`src/rtl/bonus_scheduler.sv`:
```
// Frame-tick scheduler for the bullet-supply drop: opens the spawner window, closes it on pickup,
// and runs the double-fire power timer. Define BONUS_SCHED_STACK_EN to stack pickups with saturation.
module bonus_scheduler #(
  parameter int unsigned WAIT_BASE    = 600,
  parameter int unsigned RAND_W       = 8,
  parameter int unsigned SPAWN_FRAMES = 240,
  parameter int unsigned POWER_FRAMES = 600,
  parameter int unsigned CNT_W        = 12
) (
  input  logic              clk_vga,
  input  logic              rst,
  input  logic              game_en_i,
  input  logic              v_sync_i,
  input  logic [RAND_W-1:0] rand_i,
  input  logic              crash_me_bonus_i,
  output logic              supply_en_o,
  output logic              double_fire_o,
  output logic [CNT_W-1:0]  power_left_o,
  output logic [1:0]        state_o
);

  localparam int unsigned SUM_W = CNT_W + 1;

  typedef enum logic [1:0] {
    S_IDLE  = 2'd0,
    S_WAIT  = 2'd1,
    S_SPAWN = 2'd2
  } state_t;

  state_t           r_state;
  state_t           w_state_nxt;
  logic [CNT_W-1:0] r_cnt;
  logic [CNT_W-1:0] w_cnt_nxt;
  logic [CNT_W-1:0] r_pwr;
  logic [CNT_W-1:0] w_pwr_nxt;
  logic [CNT_W-1:0] w_wait_load;
  logic [CNT_W-1:0] w_pwr_load;
  logic             r_v_sync_d;
  logic             r_supply_en;
  logic             r_double_fire;
  logic             w_tick;
  logic             w_pickup;

  // One tick per rising edge of v_sync, however long it stays high.
  assign w_tick      = v_sync_i & ~r_v_sync_d;
  assign w_pickup    = crash_me_bonus_i;
  assign w_wait_load = CNT_W'(WAIT_BASE) + CNT_W'(rand_i);

`ifdef BONUS_SCHED_STACK_EN
  logic [SUM_W-1:0] w_pwr_sum;

  // Sum one bit wider than the timer so the overflow is visible for saturation.
  assign w_pwr_sum  = {1'b0, r_pwr} + SUM_W'(POWER_FRAMES);
  assign w_pwr_load = w_pwr_sum[CNT_W] ? {CNT_W{1'b1}} : w_pwr_sum[CNT_W-1:0];
`else
  assign w_pwr_load = CNT_W'(POWER_FRAMES);
`endif

  // State, counters and the registered output decodes.
  always_ff @(posedge clk_vga or posedge rst) begin
    if (rst) begin
      r_state       <= S_IDLE;
      r_cnt         <= '0;
      r_pwr         <= '0;
      r_v_sync_d    <= 1'b0;
      r_supply_en   <= 1'b0;
      r_double_fire <= 1'b0;
    end else begin
      r_state       <= w_state_nxt;
      r_cnt         <= w_cnt_nxt;
      r_pwr         <= w_pwr_nxt;
      r_v_sync_d    <= v_sync_i;
      r_supply_en   <= (w_state_nxt == S_SPAWN);
      r_double_fire <= (w_pwr_nxt != '0);
    end
  end

  // Next-state, window counter and power timer.
  always_comb begin
    w_state_nxt = r_state;
    w_cnt_nxt   = r_cnt;
    w_pwr_nxt   = r_pwr;
    if (!game_en_i) begin
      w_state_nxt = S_IDLE;
      w_cnt_nxt   = '0;
      w_pwr_nxt   = '0;
    end else begin
      // A pickup overrides any tick decrement of the power timer.
      if (w_pickup && (r_state != S_IDLE)) begin
        w_pwr_nxt = w_pwr_load;
      end else if (w_tick && (r_pwr != '0)) begin
        w_pwr_nxt = r_pwr - CNT_W'(1);
      end

      case (r_state)
        S_IDLE: begin
          w_state_nxt = S_WAIT;
          w_cnt_nxt   = w_wait_load;
        end
        S_WAIT: begin
          if (w_tick) begin
            if (r_cnt == CNT_W'(1)) begin
              w_state_nxt = S_SPAWN;
              w_cnt_nxt   = CNT_W'(SPAWN_FRAMES);
            end else begin
              w_cnt_nxt = r_cnt - CNT_W'(1);
            end
          end
        end
        S_SPAWN: begin
          if (w_pickup) begin
            w_state_nxt = S_WAIT;
            w_cnt_nxt   = w_wait_load;
          end else if (w_tick) begin
            if (r_cnt == CNT_W'(1)) begin
              w_state_nxt = S_WAIT;
              w_cnt_nxt   = w_wait_load;
            end else begin
              w_cnt_nxt = r_cnt - CNT_W'(1);
            end
          end
        end
        default: begin
          w_state_nxt = S_IDLE;
          w_cnt_nxt   = '0;
        end
      endcase
    end
  end

  assign supply_en_o   = r_supply_en;
  assign double_fire_o = r_double_fire;
  assign power_left_o  = r_pwr;
  assign state_o       = 2'(r_state);

endmodule

```
`config.mk`:
```
export PLATFORM = sky130hd
export DESIGN_NAME = bonus_scheduler
export DESIGN_NICKNAME = d
export VERILOG_FILES = /design/src/rtl/bonus_scheduler.sv
export SDC_FILE = /design/constraint.sdc
export NUM_CORES = 1
export LEC_CHECK = 0
export BUFFER_PORTS_ARGS = -buffer_cell sky130_fd_sc_hd__buf_2
export CAP_MARGIN = 20
export CORE_AREA = 2 2 64 66
export DETAILED_ROUTE_END_ITERATION = 8
export DIE_AREA = 0 0 66 68
export HOLD_SLACK_MARGIN = 0.02
export PLACE_DENSITY = 0.82
export SLEW_MARGIN = 5
export SYNTH_ARGS = -nofsm -noshare
export SYNTH_HDL_FRONTEND = slang
export SYNTH_SLANG_ARGS = --single-unit
export TNS_END_PERCENT = 1
```
`constraint.sdc`:
```
create_clock -name clk_vga -period 2.15 [get_ports clk_vga]
set_input_delay 0.215 -clock clk_vga [delete_from_list [all_inputs] [get_ports clk_vga]]
set_output_delay 0.215 -clock clk_vga [all_outputs]
set_load 0.01 [all_outputs]
```
==> impl_metrics.toml <==
[grt]
first_global_vias = 1889
antenna_found_initial = 0
grt_use_total = 0.234
grt_pass1_wl_um = 8040
grt_overflow = 0
grt_max_degree = 30

[detailed_routing]
wl_per_cell_um = 14.8
highest_layer = "met4"
viasPerCell = 5.78
vias = 1880
drtIter0Drc = 138
drc = 0
ant_nets = 0
met1_length_um = 2030
drt_wl_total_um = 4820
dr.pass1.iters = 5
dr_wl_met2_um = 2500
dr_wl_met3_um = 213

[clock_network]
numCtsBuffers = 5
htreeDepth = 2
clk-insertion-delay-late_ns = 0.28
cts_tree = "built"
cts_root_buf = "clkbuf_8"
clkSinkCount = 29
clock_path_buffers = 2
clk_pin_slew_ns = 0.06

[yosys]
ys.flop_type = "dfrtp_1"
ys_seq_elements = 29
syn_nets = 234
async_flop_share = 1.00
syn_avg_cell_area_um2 = 8.71
netlist.area_leader.share = 0.386
yosysWarnings = 0
syn_area_um2 = 1880
ys_seq_area_frac = 0.386
yosysUniqueCellTypes = 50
ys_top_cells_by_area = "dfrtp_1 (39%), o21ai_0 (4.8%), nor2_1 (4.2%)"
synth_edf_count = 0
syn_inst = 216
synth_top_area_cell = "dfrtp_1"

[place]
place_ws_ns = -0.0614
place_hpwl_um = 3450
place.gp.congestion = 0.803
port_buffers = 28
postPlaceCellArea_um2 = 2230

[status]
outcome = "finished, violations left"
violations = "negative setup slack"

[final_layout]
fill_cells = 349
area_growth_syn_to_layout_pct = 27.7
regArea_um2 = 727
multi_input_area_um2 = 1140
layout_common_cells = "dfrtp_1 (28), buf_2 (28), buf_4 (27), nor2_1 (21)"
finish.instance_area_um2 = 2400
diodes = 0
final_nets = 292
drive_above_1_share = 0.269

[floorplanning]
initial_core_util = 0.488
die-area_um2 = 4490
die_w_um = 66
die_h_um = 68
fp.coreArea_um2 = 3860
num_io_pins = 29
fp-row-count = 23

[sta]
whs_ns = 0.113
slew_violations = 0
rsz0062_at_grt = "true"
final_hold_viol_count = 0
setup_viol = 1
slew_headroom = 0.642
max_slew.worst_pin.slew_ns = 0.529
layout_setup_ws_ns = -0.0285
fin_crit_ns = 2.18
fmax_ghz = 0.459
finalClockSkew_ns = 0.00417
finalCritPeriodShare = 1.01

[power]
power_density_nw_per_um2 = 686
p_sw_frac = 0.341
irDropWorstVdd_uv = 486
power_frac_comb = 0.348
clock_power_share = 0.258
p_int_mw = 1.09
seqPwrFrac = 0.394
total_power_mw = 1.65
cellLeakagePower_nw = 1.13
netSwitchingPower_mw = 0.562

[run]
drv_cap = 0

[worst_setup_path]
crit_fanout = 3
crit_type = "reg2reg"
cp.required_ns = 2.30
crit_path_end_kind = "flop"
worstPathArrival_ns = 2.33
startpoint_type = "flop"

[worst_hold_path]
hp-class = "in2reg"
[state kept, by name, summed over array words and instances, names as in the netlist]
signal	cells
r_v_sync_d	1
double_fire_o	1
state_o	2
r_cnt	12
power_left_o	12
supply_en_o	1
[kinds of logic (layout without fill, tap and decap cells)]
family,Yosys count,after routing,share of synthesized area
XOR/XNOR,13,13,0.0605
AND/OR/NAND/NOR,97,97,0.293
multiplexers,1,1,0.00532
AO/OA/AOI/OAI,54,54,0.186
buffers and inverters,17,76,0.0359
adder cells (fa/ha/maj),5,5,0.0332
flip-flops,29,29,0.386
[final timing paths]
| check | startpoint | endpoint | slack (ns) | depth (start not counted) |
|---|---|---|---|---|
| worst max register to register | power_left_o[1] | double_fire_o | -0.03 | 6 |
| max in group asynchronous | rst | r_cnt[0] | 1.31 | 4 |
| worst min-delay path | v_sync_i | r_v_sync_d | 0.11 | 1 |
| worst min register to register | r_cnt[10] | r_cnt[10] | 0.48 | 1 |
| min in group asynchronous | rst | r_cnt[1] | 0.55 | 4 |
| worst max-delay path | power_left_o[1] | double_fire_o | -0.03 | 6 |
[per-stage QoR]
| stage | util | instances | setup TNS (ns) |
|---|---|---|---|
| 2_1_floorplan | - | 216 | 0 |
| 3_3_place_gp | 0.578 | 311 | 0 |
| 3_5_place_dp | 0.578 | 311 | -0.0614 |
| 4_1_cts | 0.607 | 321 | 0 |
| 5_1_grt | 0.623 | 325 | -0.159 |
| 6_report | 0.623 | 325 | -0.0285 |
[synth_stat cells, drive strengths merged (3+ instances only)]
| cell | instances |
|---|---|
| nand2b | 7 |
| or3 | 3 |
| nor4 | 4 |
| o31ai | 3 |
| buf | 3 |
| xor2 | 8 |
| and2 | 4 |
| dfrtp | 29 |
| ha | 5 |
| inv | 12 |
| nor3 | 8 |
| nand3 | 8 |
| o311ai | 3 |
| nand2 | 17 |
| nor2b | 6 |
| nor2 | 21 |
| nor4b | 3 |
| o21ai | 21 |
| a21oi | 9 |
| xnor2 | 5 |
[per-layer routing]
metal	vias to the layer above	GRT usage
li1	902	-
met1	916	0.266
met2	53	0.424
met3	9	0.0576
met4	0	0.0944
met5	-	0
[critical path, cell delays in order (launching register included)]
cell and delay (ns):
dfrtp_1 0.40, or4b_4 0.52, a2111o_1 0.40, nor3_2 0.21, xnor2_1 0.18, nor4bb_2 0.26
o21ai_1 0.08
[power by group through the flow]
stage	combinational, mW	clock, mW	sequential, mW
after floorplan	0.319	0	0.663
final	0.574	0.425	0.649
after CTS	0.542	0.431	0.643
after global placement	0.505	0	0.650
after detailed placement	0.518	0	0.653
after global routing	0.640	0.452	0.657
[repair_timing]
action	4_1_cts	5_1_grt
endpoints found under the hold margin	29	0
resized for setup	3	10
buffers inserted	1	4
endpoints found under the setup margin	1	11
pin swaps	4	0
hold buffers	1	0
[final cells by class]
type                    instances  area share
multi-input cells             170       0.473
repair buffers                 56       0.147
inverters                      12      0.0187
clock buffers                   8      0.0333
well taps                      50      0.0260
flip-flops and latches         29       0.302
No activity file was read; power rests on OpenSTA's default activity.
